`src/rtl/msg_fifo_arbiter.sv`:
```
// Round-robin arbiter that writes one 3-word bounding-box message at a time into the CPU message FIFO.
// A message is dropped when the FIFO lacks room for all three words, or when a flush interrupts it.
module msg_fifo_arbiter #(
  parameter int NUM_REQ    = 4,
  parameter int FIFO_DEPTH = 256,
  parameter int USEDW_W    = 8,
  parameter int CNT_W      = 16
) (
  input  logic                   clk,
  input  logic                   reset,
  input  logic                   enable,
  input  logic [NUM_REQ-1:0]     req_valid,
  input  logic [32*NUM_REQ-1:0]  req_id,
  input  logic [32*NUM_REQ-1:0]  req_tl,
  input  logic [32*NUM_REQ-1:0]  req_br,
  output logic [NUM_REQ-1:0]     req_grant,
  output logic [NUM_REQ-1:0]     req_drop,
  output logic [31:0]            fifo_data,
  output logic                   fifo_wr,
  input  logic [USEDW_W-1:0]     fifo_usedw,
  input  logic                   fifo_flush,
  output logic                   busy,
  output logic [CNT_W-1:0]       drop_count
);

  localparam int IDX_W = (NUM_REQ > 1) ? $clog2(NUM_REQ) : 1;
  localparam logic [USEDW_W:0] ROOM_MAX = (USEDW_W+1)'(FIFO_DEPTH - 4);

  typedef enum logic [1:0] {IDLE, W0, W1, W2} state_t;

  state_t             state_reg, state_next;
  logic [IDX_W-1:0]   rr_ptr_reg, rr_ptr_next;
  logic [IDX_W-1:0]   sel_reg, sel_next;
  logic [31:0]        id_reg, id_next, tl_reg, tl_next, br_reg, br_next;
  logic [CNT_W-1:0]   drop_count_reg, drop_count_next, drop_inc;
  logic [NUM_REQ-1:0] blocked_reg, eligible;

  logic [31:0] id_word [NUM_REQ];
  logic [31:0] tl_word [NUM_REQ];
  logic [31:0] br_word [NUM_REQ];

  genvar gi;
  generate
    for (gi = 0; gi < NUM_REQ; gi++) begin : g_words
      assign id_word[gi] = req_id[32*gi +: 32];
      assign tl_word[gi] = req_tl[32*gi +: 32];
      assign br_word[gi] = req_br[32*gi +: 32];
    end
  endgenerate

  function automatic logic [IDX_W-1:0] next_idx(input logic [IDX_W-1:0] k);
    if (k == IDX_W'(NUM_REQ - 1)) return '0;
    return k + 1'b1;
  endfunction

  function automatic logic [NUM_REQ-1:0] onehot(input logic [IDX_W-1:0] k);
    return NUM_REQ'(1) << k;
  endfunction

  // A requester just granted or dropped is masked for one cycle so its stale request is not re-taken.
  assign eligible = req_valid & ~blocked_reg;
  assign drop_inc = (drop_count_reg == '1) ? drop_count_reg : drop_count_reg + 1'b1;

  logic             found, room;
  logic [IDX_W-1:0] pick;
  logic [IDX_W:0]   probe;

  always_comb begin
    found = 1'b0;
    pick  = '0;
    probe = '0;
    for (int i = 0; i < NUM_REQ; i++) begin
      probe = {1'b0, rr_ptr_reg} + (IDX_W+1)'(i);
      if (probe >= (IDX_W+1)'(NUM_REQ)) probe = probe - (IDX_W+1)'(NUM_REQ);
      if (!found && eligible[probe[IDX_W-1:0]]) begin
        found = 1'b1;
        pick  = probe[IDX_W-1:0];
      end
    end
  end

  assign room = ({1'b0, fifo_usedw} <= ROOM_MAX);

  always_comb begin
    state_next      = state_reg;
    rr_ptr_next     = rr_ptr_reg;
    sel_next        = sel_reg;
    id_next         = id_reg;
    tl_next         = tl_reg;
    br_next         = br_reg;
    drop_count_next = drop_count_reg;
    req_grant       = '0;
    req_drop        = '0;
    fifo_wr         = 1'b0;
    fifo_data       = '0;
    case (state_reg)
      IDLE: begin
        if (enable && !fifo_flush && found) begin
          if (room) begin
            id_next    = id_word[pick];
            tl_next    = tl_word[pick];
            br_next    = br_word[pick];
            sel_next   = pick;
            state_next = W0;
          end else begin
            req_drop        = onehot(pick);
            drop_count_next = drop_inc;
            rr_ptr_next     = next_idx(pick);
          end
        end
      end
      default: begin
        if (fifo_flush) begin
          // A flushed partial message is abandoned, never resumed.
          req_drop        = onehot(sel_reg);
          drop_count_next = drop_inc;
          rr_ptr_next     = next_idx(sel_reg);
          state_next      = IDLE;
        end else begin
          fifo_wr = 1'b1;
          case (state_reg)
            W0:      begin fifo_data = id_reg; state_next = W1; end
            W1:      begin fifo_data = tl_reg; state_next = W2; end
            default: begin
              fifo_data   = br_reg;
              req_grant   = onehot(sel_reg);
              rr_ptr_next = next_idx(sel_reg);
              state_next  = IDLE;
            end
          endcase
        end
      end
    endcase
    if (reset) begin
      req_grant = '0;
      req_drop  = '0;
      fifo_wr   = 1'b0;
      fifo_data = '0;
    end
  end

  always_ff @(posedge clk) begin
    if (reset) begin
      state_reg      <= IDLE;
      rr_ptr_reg     <= '0;
      sel_reg        <= '0;
      id_reg         <= '0;
      tl_reg         <= '0;
      br_reg         <= '0;
      drop_count_reg <= '0;
      blocked_reg    <= '0;
    end else begin
      state_reg      <= state_next;
      rr_ptr_reg     <= rr_ptr_next;
      sel_reg        <= sel_next;
      id_reg         <= id_next;
      tl_reg         <= tl_next;
      br_reg         <= br_next;
      drop_count_reg <= drop_count_next;
      blocked_reg    <= req_grant | req_drop;
    end
  end

  assign busy       = (state_reg != IDLE);
  assign drop_count = drop_count_reg;

endmodule
```
`config.mk`:
```
export PLATFORM = sky130hd
export DESIGN_NAME = msg_fifo_arbiter
export DESIGN_NICKNAME = d
export VERILOG_FILES = /design/src/rtl/msg_fifo_arbiter.sv
export SDC_FILE = /design/constraint.sdc
export NUM_CORES = 1
export LEC_CHECK = 0
export ABC_AREA = 1
export ABC_CLOCK_PERIOD_IN_PS = 5650
export CORE_AREA = 2 2 177 179
export CTS_CLUSTER_SIZE = 10
export DETAILED_ROUTE_END_ITERATION = 7
export DIE_AREA = 0 0 179 181
export PLACE_DENSITY = 0.62
export SETUP_SLACK_MARGIN = 0.1
export SLEW_MARGIN = 5
export SYNTH_ARGS = -nofsm -noshare
export SYNTH_HDL_FRONTEND = slang
export SYNTH_SLANG_ARGS = --single-unit
```
`constraint.sdc`:
```
create_clock -name clk -period 5.65 [get_ports clk]
set_clock_uncertainty 0.2 [all_clocks]
set_input_delay 1.13 -clock clk [delete_from_list [all_inputs] [get_ports clk]]
set_output_delay 1.13 -clock clk [all_outputs]
set_load 0.02 [all_outputs]
```
# Yosys cells after proc, flatten, opt, wreduce, memory -nomap -nowiden
# Cells that the tools add are included.
dict set report op_classes {
  n_addsub 10
  n_lt_le_gt_ge 10
  n_eq_ne 9
  shift 2
  mux 75
  n_bitwise 4
  n_reduce_logical 17
}
# cell count
set op_table {}
lappend op_table {{32-bit two-way mux} 9}
lappend op_table {{32-bit binary-select mux with 2-bit select} 3}
lappend op_table {{16-bit two-way mux} 5}
lappend op_table {{32-bit case mux with 2 select lines} 1}
lappend op_table {{2-bit two-way mux} 22}
lappend op_table {{4-bit two-way mux} 9}
lappend op_table {{1-bit two-way mux} 21}
lappend op_table {{16-bit by 1-bit adder with 16-bit output (second input constant)} 1}
lappend op_table {{16-bit == test (second input constant)} 1}
lappend op_table {{3-bit >= comparator (second input constant)} 4}
lappend op_table {{2-bit by 3-bit < comparator with 1-bit output (second input constant)} 4}
lappend op_table {{3-bit AND reduction} 3}
lappend op_table {{1-bit binary-select mux with 2-bit select} 4}
lappend op_table {{8-bit <= comparator (second input constant)} 1}
lappend op_table {{1-bit by 2-bit left shift with 4-bit output (first input constant)} 2}
lappend op_table {{2-bit by 1-bit subtractor with 2-bit output (second input constant)} 4}
lappend op_table {{2-bit by 2-bit adder with 3-bit output (second input constant)} 2}
lappend op_table {{2-bit == test (second input constant)} 3}
lappend op_table {{2-bit != test (second input constant)} 3}
lappend op_table {{1-bit logical AND} 5}
lappend op_table {{2-bit by 1-bit adder with 2-bit output (second input constant)} 2}
lappend op_table {{4-bit bitwise AND} 1}
lappend op_table {{1-bit zero test} 4}
lappend op_table {{4-bit inverter} 1}
lappend op_table {{11 further kinds} 12}
dict set report totals {
  reg_bits 122
  output_inout_bits 58
}

# Depth between registers and ports, before layout
# Gate-level depths: netlist of the first run.
dict set report depth {
  ltp_word 23
  mapped_depth 17
  ltp_nobuf 15
}

# Least setup slack after synthesis of the first run
# OpenSTA, ideal clock, no wires.
dict set report synth_path {
  path_type {input port to output port}
  startpoint {input port req_valid[3]}
  endpoint {output port req_drop[3]}
  t_arrival_ps 2779
  t_required_ps 4320
  setup_slack_ps 1541
  stages 14
  path_buffers 2
  cell_sequence {nand3_1 nand2_1 nor2_1 nand3_1 nand2_2 nand2_4 buf_2 buf_2 inv_1 ha_1 nor2_1 nor2_1 nand2_1 nor2_1}
}
dict set report synth_between {
  elab_chain_cells 18
  elab_cells_between_ends 29
}
# item line
set synth_rtl {}
lappend synth_rtl {{start: declaration} 12} ;# input logic [NUM_REQ-1:0] req_valid,
lappend synth_rtl {{4-bit bitwise AND (*)} 61} ;# assign eligible = req_valid & ~blocked_reg;
lappend synth_rtl {{1-bit binary-select mux with 2-bit select} 75} ;# if (!found && eligible[probe[IDX_W-1:0]]) begin
lappend synth_rtl {{1-bit two-way mux (not written as such)} 75}
lappend synth_rtl {{1-bit two-way mux} 75}
lappend synth_rtl {{1-bit zero test} 75}
lappend synth_rtl {{1-bit logical AND} 75}
lappend synth_rtl {{1-bit two-way mux} 75}
lappend synth_rtl {{1-bit zero test} 75}
lappend synth_rtl {{[2 not listed]} n/a}
lappend synth_rtl {{1-bit zero test} 75}
lappend synth_rtl {{1-bit logical AND} 75}
lappend synth_rtl {{2-bit two-way mux} 75}
lappend synth_rtl {{1-bit by 2-bit left shift with 4-bit output} 57} ;# return NUM_REQ'(1) << k;
lappend synth_rtl {{4-bit two-way mux} 99} ;# if (room) begin
lappend synth_rtl {{4-bit two-way mux (*)} 98} ;# if (enable && !fifo_flush && found) begin
lappend synth_rtl {{4-bit two-way mux (*)} 96} ;# case (state_reg)
lappend synth_rtl {{4-bit two-way mux (*)} 134} ;# if (reset) begin
lappend synth_rtl {{end: declaration} 17} ;# output logic [NUM_REQ-1:0] req_drop,
# Mark *: on every way between the ends. The rest lies on a longest branch, timed or not. The select of a mux whose other input is x is not followed.

# Worst setup path after layout of the first run
dict set report layout_path {
  startpoint {input port fifo_flush}
  endpoint {output port fifo_data[1]}
}
dict set report layout_between {
  elab_chain_cells 3
}
# item line
set layout_rtl {}
lappend layout_rtl {{start: declaration} 21} ;# input logic fifo_flush,
lappend layout_rtl {{32-bit two-way mux} 113} ;# if (fifo_flush) begin
lappend layout_rtl {{32-bit two-way mux} 96}
lappend layout_rtl {{32-bit two-way mux} 134}
lappend layout_rtl {{end: declaration} 18} ;# output logic [31:0] fifo_data,
# Every way passes these cells.

==> summary.md, run 1 <==
| Metric | Value |
|---|---|
| Run status | `finished clean` |
| Number of H-tree branching levels | `4` |
| Total number of yosys warnings | `0` |
| Worst-path maximum fanout | `33` |
| Buffers added on ports | `457` |
| Via count of the first global-routing pass | `11700` |
| Number of buffers inserted by hold repair at cts | `0` |
| Aggregate global routing overflow | `0` |
| Hold violation total from the final report | `0` |
| Slowest cell on the critical path | `sky130_fd_sc_hd__clkdlybuf4s50_1` |
| Proportion of synthesized flip-flops having asynchronous set or reset | `0%` |
| Clock root buffer | `sky130_fd_sc_hd__clkbuf_16` |
| RSZ-0062 raised after global routing | `no` |
| TritonCTS clock tree | `yes` |
| Clock insertion delay at the later pin of the skew report | `0.41 ns` |
| Layout overhead on the synthesized area | `54.7%` |
| Sum of negative setup slack | `0 ns` |
| Height of the chip | `181 um` |
| Clk buf depth | `2` |
| Core outline area | `0.0303 mm2` |
| Max_slew headroom | `25.7%` |
| Horizontal die dimension | `179 um` |
| Data arrival, critical path | `3.75 ns` |
| Leading post-synthesis cells by cell area | `sky130_fd_sc_hd__dfxtp_1, sky130_fd_sc_hd__nand2_1, sky130_fd_sc_hd__nand3_1, sky130_fd_sc_hd__inv_1, sky130_fd_sc_hd__nor2_1` |
| Cell row count | `64` |
| Chain of cells forming the critical path | `clkdlybuf4s50_1 -> nor2_1 -> inv_1 -> nor2_2 -> buf_4 -> o21ai_0 -> a31oi_1 -> clkdlybuf4s50_1` |
| Clock-pin transition on the worst setup and hold timing paths | `0.06 ns` |
| Clock sinks | `122` |
| Number of cells upsized or downsized after cts | `0` |
| Distinct cells, synth | `35` |
| Post-layout instance area | `0.0150 mm2` |
| Fraction of final layout cells with drive strength greater than 1 | `3.04%` |
| Routed via count | `12700` |
| Count of maximum capacitance violations | `0` |
| Clock buffers created by TritonCTS | `17` |
| Cell family with most CP delay | `buffers and inverters` |
| Part of the Yosys area used for sequential elements | `25.1%` |
| Violation count after the first detailed-route iteration | `1129` |
| Gpl congestion | `0.940` |
| Total detailed-routing wirelength | `43600 um` |
| Startpoint kind of the worst setup timing path | `input pin` |
| Post-CTS setup buffer count | `0` |
| Count of flip-flops with a built-in enable after synthesis | `0` |
| FF+latch count, synth | `122` |
| Maximum cell stage delay along the critical path | `0.67 ns` |
| Achievable frequency | `0.197 GHz` |
| Global-route wire length before repair | `65500 um` |
| Worst Setup End Kind | `output port` |
| Area share of the largest cell type after synthesis | `25.1%` |
| Placement-stage cell area | `0.0144 mm2` |
| Path category of the worst min-delay check | `flop to flop` |
| Number of nets with antenna violations after routing | `0` |
| Residual DRC | `0` |
| Final worst path period need | `5.08 ns` |
| Type of the worst setup path | `input pin to output port` |
| Via/cell ratio | `4.93` |
| Synth Instances | `1787` |
| Number of search-and-repair iterations in the first detailed-routing pass | `5` |
| Post-route fraction of the period consumed by the critical path | `89.8%` |
| Initial core utilization | `32.0%` |
| Worst-case vdd ir drop | `0.278 mV` |
| Global routing usage summed across all routing layers | `26.2%` |
| Routed length per placed instance | `17.0 um` |
| Transition time at the pin with the least slew margin | `1.11 ns` |
| Total power per unit cell area | `288 mW/mm2` |
| Worst setup slack before clock tree synthesis | `0.662 ns` |
| Total I/O pin count | `458` |
| Most used cell, CP | `sky130_fd_sc_hd__clkdlybuf4s50_1` |
| Required time at the endpoint of the critical path | `4.32 ns` |
| Number of pins with negative max-slew slack in the final report | `0` |
| Post-Synthesis Cell Area | `0.00972 mm2` |
| Buffers plus inverters on the worst setup path | `4` |
| Die area | `0.0324 mm2` |
| Endpoints failing setup | `0` |
| Largest net degree at the start of global routing | `106` |
| Worst setup margin | `0.574 ns` |
| Final HPWL DP | `32600 um` |
| Library cell occupying the most area in the post-synthesis netlist | `sky130_fd_sc_hd__dfxtp_1` |
| Average footprint of a synthesized cell | `5.44 um2` |
| Antenna violations before repair | `5` |
| Filler Cells Inserted | `3184` |
| Standby leakage power | `6.79 nW` |
| Total nets after synthesis | `2196` |
| Total Nets Final | `2567` |
| Top FF cell, synth | `sky130_fd_sc_hd__dfxtp_1` |
## synthesized netlist by cell type (9+ instances only)
master and n:
sky130_fd_sc_hd__a21oi_1 22, sky130_fd_sc_hd__a31oi_1 33, sky130_fd_sc_hd__buf_1 12, sky130_fd_sc_hd__buf_2 50, sky130_fd_sc_hd__clkbuf_1 56, sky130_fd_sc_hd__dfxtp_1 122, sky130_fd_sc_hd__ha_1 9, sky130_fd_sc_hd__inv_1 230
sky130_fd_sc_hd__nand2_1 516, sky130_fd_sc_hd__nand3_1 324, sky130_fd_sc_hd__nor2_1 223, sky130_fd_sc_hd__o21ai_0 132, sky130_fd_sc_hd__xor2_1 12
## power breakdown
part | switching, mW | internal [mW] | total [mW] | leakage [nW]
Clock | 0.423 | 0.706 | 1.13 | 0.292
Combinational | 1.40 | 0.782 | 2.19 | 5.49
Sequential | 0.0683 | 0.956 | 1.02 | 1.00
## worst register-to-register path, stage by stage, from the launching register on
cell and delay [ns]:
sky130_fd_sc_hd__dfxtp_1 0.48, sky130_fd_sc_hd__inv_2 0.13, sky130_fd_sc_hd__nand2_1 0.09, sky130_fd_sc_hd__nand2_2 0.09, sky130_fd_sc_hd__inv_2 0.10, sky130_fd_sc_hd__nand3_1 0.07
sky130_fd_sc_hd__nand2_1 0.11, sky130_fd_sc_hd__nand3_1 0.14, sky130_fd_sc_hd__nand2_4 0.13, sky130_fd_sc_hd__buf_4 0.47, sky130_fd_sc_hd__buf_4 0.62, sky130_fd_sc_hd__nand3_1 0.22
sky130_fd_sc_hd__nand3_1 0.13, sky130_fd_sc_hd__nand2_1 0.08, sky130_fd_sc_hd__nor2_1 0.19, sky130_fd_sc_hd__nor2_1 0.06
## metal layers
| layer | up-vias | share of wire (%) | track usage [%] |
|---|---|---|---|
| met2 | 560 | 48 | 43.7 |
| li1 | 6373 | - | - |
| met4 | 6 | 2.7 | 7.77 |
| met5 | - | 0.087 | 0 |
| met3 | 80 | 9.5 | 7.58 |
| met1 | 5653 | 40 | 32.4 |
## through the flow
step           util (%)  hold slack, ns  cells  total power, mW
2_1_floorplan         -           0.275   1787             2.49
3_3_place_gp       47.5           0.272   2535             3.22
3_5_place_dp       47.5           0.277   2535             3.24
4_1_cts            49.5           0.287   2567             4.39
5_1_grt            49.5           0.318   2567             4.67
6_report           49.6           0.294   2569             4.34
## final cells by class
| cell class | instances | area, um2 | area share (%) |
|---|---|---|---|
| Antenna cell | 2 | 5.00 | 0.0333 |
| Multi-Input combinational cell | 1307 | 5880 | 39.1 |
| Clock inverter | 14 | 171 | 1.14 |
| Tap cell | 396 | 495 | 3.29 |
| Timing Repair Buffer | 477 | 4740 | 31.5 |
| Clock buffer | 18 | 439 | 2.92 |
| Inverter | 233 | 875 | 5.81 |
| Sequential cell | 122 | 2440 | 16.2 |
## layout by cell type (no fill, tap or decap), types with 6 or more instances in the layout
cell type                         synthesis  routed
sky130_fd_sc_hd__a21oi_1                 22      22
sky130_fd_sc_hd__a31oi_1                 33      33
sky130_fd_sc_hd__buf_4                    3      19
sky130_fd_sc_hd__clkbuf_16                0      17
sky130_fd_sc_hd__clkdlybuf4s50_1          0     457
sky130_fd_sc_hd__dfxtp_1                122     122
sky130_fd_sc_hd__ha_1                     9       8
sky130_fd_sc_hd__inv_1                  230     230
sky130_fd_sc_hd__nand2_1                516     516
sky130_fd_sc_hd__nand3_1                324     324
sky130_fd_sc_hd__nand4_1                  6       6
sky130_fd_sc_hd__nor2_1                 223     222
sky130_fd_sc_hd__nor3_1                   7       7
sky130_fd_sc_hd__o21ai_0                132     132
sky130_fd_sc_hd__xor2_1                  12      12
## cell families after synthesis
group | after synthesis | synth area share, %
AO/OA/AOI/OAI | 196 | 10.7
AND/OR/NAND/NOR | 1088 | 46.9
buffers and inverters | 358 | 14.9
adder cells (fa/ha/maj) | 9 | 1.16
flip-flops | 122 | 25.1
XOR/XNOR | 14 | 1.26
## path summary, 6_finish.rpt
check,start,end,slack [ns],depth (start not counted)
max,fifo_flush,fifo_data[1],0.57,8
min,drop_count[15],drop_count[15],0.29,2
max reg2reg,rr_ptr_reg[0],br_reg[19],2.23,15
min reg2reg,drop_count[15],drop_count[15],0.29,2
(Power assumes the default switching activity.)
==> run 2: changes to the inputs <==
--- a/config.mk
+++ b/config.mk
@@ -11,8 +11,9 @@
 export CTS_CLUSTER_SIZE = 10
 export DETAILED_ROUTE_END_ITERATION = 7
 export DIE_AREA = 0 0 179 181
-export PLACE_DENSITY = 0.62
-export SETUP_SLACK_MARGIN = 0.1
+export DONT_BUFFER_PORTS = 1
+export PLACE_DENSITY = 0.43
+export SETUP_SLACK_MARGIN = 0.02
 export SLEW_MARGIN = 5
 export SYNTH_ARGS = -nofsm -noshare
 export SYNTH_HDL_FRONTEND = slang
==> summary.md, run 2 (same netlist as run 1, synthesis figures left out) <==
| Metric | Value |
|---|---|
| Run status | `finished clean` |
| Layout overhead on the synthesized area | `7.32%` |
| Buffers added on ports | `0` |
| Clock root buffer | `sky130_fd_sc_hd__clkbuf_16` |
| Cell family with most CP delay | `simple AND/OR/NAND/NOR gates` |
| Clock insertion delay at the later pin of the skew report | `0.42 ns` |
| Aggregate global routing overflow | `0` |
| Transition time at the pin with the least slew margin | `1.10 ns` |
| Post-CTS setup buffer count | `0` |
| Number of search-and-repair iterations in the first detailed-routing pass | `6` |
| RSZ-0062 raised after global routing | `no` |
| Horizontal die dimension | `179 um` |
| Cell internal pwr | `2.11 mW` |
| Share of total power consumed by net switching | `47.2%` |
| Maximum cell stage delay along the critical path | `0.72 ns` |
| Height of the chip | `181 um` |
| Data arrival, critical path | `3.08 ns` |
| Total power per unit cell area | `384 mW/mm2` |
| Achievable frequency | `0.227 GHz` |
| Worst-path maximum fanout | `34` |
| Most common cell after layout, fill and taps aside | `sky130_fd_sc_hd__nand2_1` |
| Register Area | `0.00244 mm2` |
| Number of pins with negative max-slew slack in the final report | `0` |
| Clk buf depth | `2` |
| Endpoints failing setup | `0` |
| TritonCTS clock tree | `yes` |
| Path category of the worst min-delay check | `flop to flop` |
| Clock-pin transition on the worst setup and hold timing paths | `0.07 ns` |
| Final HPWL DP | `29600 um` |
| Portion of total power attributed to the clock network | `27.2%` |
| Number of H-tree branching levels | `4` |
| Switching pwr | `1.89 mW` |
| Worst-case vdd ir drop | `0.214 mV` |
| Max_slew headroom | `26.8%` |
| Via count of the first global-routing pass | `10600` |
| Final worst path period need | `4.41 ns` |
| Number of nets with antenna violations after routing | `0` |
| Total detailed-routing wirelength | `40500 um` |
| Global-route wire length before repair | `61100 um` |
| Most frequent cells in the layout | `sky130_fd_sc_hd__nand2_1, sky130_fd_sc_hd__nand3_1, sky130_fd_sc_hd__inv_1` |
| Count of maximum capacitance violations | `0` |
| Via/cell ratio | `5.17` |
| Most used cell, CP | `sky130_fd_sc_hd__inv_1` |
| Core outline area | `0.0303 mm2` |
| Buffers plus inverters on the worst setup path | `2` |
| Slowest cell on the critical path | `sky130_fd_sc_hd__nor2_4` |
| Number of cells upsized or downsized after cts | `0` |
| Post-route fraction of the period consumed by the critical path | `78.1%` |
| Number of buffers inserted by hold repair at cts | `0` |
| Global routing usage summed across all routing layers | `24.5%` |
| Sum of negative setup slack | `0 ns` |
| Clock sinks | `122` |
| Die area | `0.0324 mm2` |
| Type of the worst setup path | `flop to output port` |
| Sequential fraction of design power | `25.7%` |
| Power, Total | `4.01 mW` |
| Residual DRC | `0` |
| Startpoint kind of the worst setup timing path | `flop` |
| Filler Cells Inserted | `3529` |
| Chain of cells forming the critical path | `inv_1 -> ha_2 -> nor2_1 -> inv_1 -> nor2_4 -> o21ai_0 -> a31oi_1` |
| Cell row count | `64` |
| Standby leakage power | `5.00 nW` |
| Required time at the endpoint of the critical path | `4.32 ns` |
| Violation count after the first detailed-route iteration | `771` |
| Routed length per placed instance | `19.2 um` |
| Total Nets Final | `2106` |
| Worst Setup End Kind | `output port` |
| Fraction of final layout cells with drive strength greater than 1 | `3.63%` |
| Power share of the combinational group | `47.1%` |
| Hold violation total from the final report | `0` |
| Clock buffers created by TritonCTS | `17` |
| Area taken by multi-input logic gates | `0.00588 mm2` |
| Largest net degree at the start of global routing | `178` |
| Antenna violations before repair | `6` |
| Initial core utilization | `32.0%` |
| Total I/O pin count | `458` |
| Gpl congestion | `0.868` |
| Routed via count | `10900` |
[run 2: stage by stage]
stage | worst slack [ns] | hold WS, ns | instances | area [um2] | util (%)
global route | 0.904 | 0.355 | 2111 | 10400 | 34.4
floorplan | 1.54 | 0.275 | 1787 | 9720 | -
detailed placement | 1.30 | 0.290 | 2074 | 9840 | 32.4
finish | 1.24 | 0.309 | 2112 | 10400 | 34.4
global placement | 1.40 | 0.295 | 2074 | 9840 | 32.4
CTS | 1.22 | 0.304 | 2106 | 10400 | 34.3
[run 2: layout make-up]
cell class | instances | share of cell area (%)
multi-input cells | 1307 | 56.3
flip-flops and latches | 122 | 23.4
inverters | 233 | 8.38
well taps | 396 | 4.75
clock buffers | 17 | 4.08
clock inverters | 15 | 1.51
repair buffers | 16 | 1.39
diodes | 6 | 0.144
[run 2: layer usage]
layer | global-route usage, % | vias up | routed length [um]
li1 | - | 5454 | -
met1 | 31.4 | 5004 | 17400
met2 | 39.3 | 416 | 19100
met3 | 6.65 | 52 | 3010
met4 | 8.29 | 2 | 1080
met5 | 0 | - | 8
[run 2: worst min-delay path, stage by stage, from the launching register on]
cell,delay (ns)
sky130_fd_sc_hd__dfxtp_1,0.32
sky130_fd_sc_hd__nand2_1,0.06
sky130_fd_sc_hd__a31oi_1,0.08
[run 2: path summary, 6_finish.rpt]
check / startpoint / endpoint / slack, ns / cells past startpoint
max: state_reg[1] / fifo_data[10] / 1.24 / 7
min: state_reg[0] / state_reg[0] / 0.31 / 2
max reg2reg: rr_ptr_reg[0] / tl_reg[21] / 2.20 / 16
min reg2reg: state_reg[0] / state_reg[0] / 0.31 / 2
[run 2: power groups by stage]
stage	Sequential, mW	Clock, mW	Combinational (mW)
4_1_cts	1.03	1.12	1.91
5_1_grt	1.04	1.16	2.16
2_1_floorplan	1.01	0	1.48
6_report	1.03	1.09	1.89
3_3_place_gp	1.05	0	1.90
3_5_place_dp	1.04	0	1.91
==> run 3: changes to the inputs <==
--- a/config.mk
+++ b/config.mk
@@ -6,7 +6,7 @@
 export NUM_CORES = 1
 export LEC_CHECK = 0
 export ABC_AREA = 1
-export ABC_CLOCK_PERIOD_IN_PS = 5650
+export ABC_CLOCK_PERIOD_IN_PS = 4520
 export CORE_AREA = 2 2 177 179
 export CTS_CLUSTER_SIZE = 10
 export DETAILED_ROUTE_END_ITERATION = 7
==> constraint.sdc (replaced) <==
create_clock -name clk -period 4.52 [get_ports clk]
set_clock_uncertainty 0.2 [all_clocks]
set_input_delay 0.904 -clock clk [delete_from_list [all_inputs] [get_ports clk]]
set_output_delay 0.904 -clock clk [all_outputs]
set_load 0.02 [all_outputs]
==> summary.md, run 3 (same netlist as run 1, synthesis figures left out) <==
| Metric | Value |
|---|---|
| Worst-case vdd ir drop | `0.300 mV` |
| Sum of negative setup slack | `0 ns` |
| Power, Total | `4.92 mW` |
| Via/cell ratio | `5.11` |
| Total detailed-routing wirelength | `39100 um` |
| Clock insertion delay at the later pin of the skew report | `0.41 ns` |
| Height of the chip | `181 um` |
| Achievable frequency | `0.252 GHz` |
| Antenna violations before repair | `4` |
| Number of cells upsized or downsized after cts | `0` |
| Layout overhead on the synthesized area | `9.84%` |
| Hold violation total from the final report | `0` |
| Buffers added on ports | `0` |
| Final worst path period need | `3.96 ns` |
| Run status | `finished clean` |
| TritonCTS clock tree | `yes` |
| Count of maximum capacitance violations | `0` |
| RSZ-0062 raised after global routing | `no` |
| Fraction of final layout cells with drive strength greater than 1 | `5.56%` |
| Number of nets with antenna violations after routing | `0` |
| Total Nets Final | `2141` |
| Violation count after the first detailed-route iteration | `663` |
| Flop-to-flop setup slack | `1.11 ns` |
| Number of pins with negative max-slew slack in the final report | `0` |
| Aggregate global routing overflow | `0` |
| Clock-pin transition on the worst setup and hold timing paths | `0.06 ns` |
| Horizontal die dimension | `179 um` |
| Global routing usage summed across all routing layers | `23.3%` |
| Filler Cells Inserted | `3569` |
| Via count of the first global-routing pass | `10500` |
| Path category of the worst min-delay check | `flop to flop` |
| Final cell count without fillers | `2144` |
| Gpl congestion | `0.857` |
| Post-CTS setup buffer count | `0` |
| Core outline area | `0.0303 mm2` |
| Routed length per placed instance | `18.2 um` |
| Routed met3 length | `2490 um` |
| Clock buffers created by TritonCTS | `17` |
| Number of H-tree branching levels | `4` |
| Routed via count | `10900` |
| Max_slew headroom | `28.3%` |
| Startpoint kind of the worst setup timing path | `flop` |
| Initial core utilization | `32.0%` |
| Clock root buffer | `sky130_fd_sc_hd__clkbuf_16` |
| Detailed-routed wire length on met2 | `19400 um` |
| Type of the worst setup path | `flop to output port` |
| Top routing layer in use | `met5` |
| Count of placed standard cells including taps | `2109` |
| Clock sinks | `122` |
| Number of search-and-repair iterations in the first detailed-routing pass | `5` |
| Global-route wire length before repair | `58800 um` |
| Largest net degree at the start of global routing | `134` |
| Worst-path maximum fanout | `21` |
| Worst Setup End Kind | `output port` |
| Cell row count | `64` |
| Standby leakage power | `5.17 nW` |
| Die area | `0.0324 mm2` |
| Metal-1 WL | `16500 um` |
| Data arrival, critical path | `2.86 ns` |
| Total power per unit cell area | `461 mW/mm2` |
| Most frequent cells in the layout | `sky130_fd_sc_hd__nand2_1, sky130_fd_sc_hd__nand3_1, sky130_fd_sc_hd__inv_1` |
| Total I/O pin count | `458` |
| Clk buf depth | `2` |
| Number of buffers inserted by hold repair at cts | `0` |
| Most common cell after layout, fill and taps aside | `sky130_fd_sc_hd__nand2_1` |
| Endpoints failing setup | `0` |
| Final HPWL DP | `29600 um` |
| Required time at the endpoint of the critical path | `3.42 ns` |
| Residual DRC | `0` |
| Transition time at the pin with the least slew margin | `1.08 ns` |
| Post-route fraction of the period consumed by the critical path | `87.7%` |
==> run 3: path summary, 6_finish.rpt <==
kind / cells after the start / start / to
worst max-delay path: 8 / state_reg[1] / fifo_data[5]
worst min register to register: 2 / state_reg[0] / state_reg[0]
worst max register to register: 15 / rr_ptr_reg[0] / id_reg[19]
worst min-delay path: 2 / state_reg[0] / state_reg[0]
==> run 3: area by class of cell <==
cell class                      count  area [um2]  share of cell area [%]
Tap cell                          396         495                    4.64
Clock inverter                     13         108                    1.01
Antenna cell                        3        7.51                  0.0703
Clock buffer                       19         453                    4.24
Inverter                          233         875                    8.19
Multi-Input combinational cell   1307        5880                    55.1
Sequential cell                   122        2440                    22.9
Timing Repair Buffer               51         420                    3.94
==> run 3: per-stage QoR <==
step	worst slack, ns	area, um2	util [%]	hold WS (ns)
2_1_floorplan	0.863	9720	-	0.275
3_3_place_gp	0.876	10100	33.3	0.283
3_5_place_dp	0.821	10100	33.3	0.284
4_1_cts	0.532	10700	35.2	0.294
5_1_grt	0.390	10700	35.2	0.327
6_report	0.557	10700	35.2	0.295
==> run 3: critical path: stages (launching register included) <==
cell and delay (ns):
sky130_fd_sc_hd__dfxtp_1 0.39, sky130_fd_sc_hd__inv_1 0.09, sky130_fd_sc_hd__ha_2 0.26, sky130_fd_sc_hd__nor2_1 0.35, sky130_fd_sc_hd__inv_1 0.15, sky130_fd_sc_hd__nor2_4 0.41, sky130_fd_sc_hd__buf_12 0.23, sky130_fd_sc_hd__o21ai_0 0.10
sky130_fd_sc_hd__a31oi_1 0.46
==> run 3: report_power, final <==
| group | total [mW] | switching (mW) | internal, mW | leakage (nW) |
|---|---|---|---|---|
| registers | 1.28 | 0.0810 | 1.20 | 1.00 |
| clock network | 1.30 | 0.560 | 0.743 | 0.265 |
| logic | 2.35 | 1.66 | 0.684 | 3.91 |
| total | 4.92 | 2.30 | 2.62 | 5.17 |
==> run 3: layer usage <==
layer / global-route usage (%) / up-vias
met1: 28.6 / 5003
met3: 5.22 / 40
met4: 5.27 / 2
met5: 0 / -
li1: - / 5531
met2: 41.1 / 373
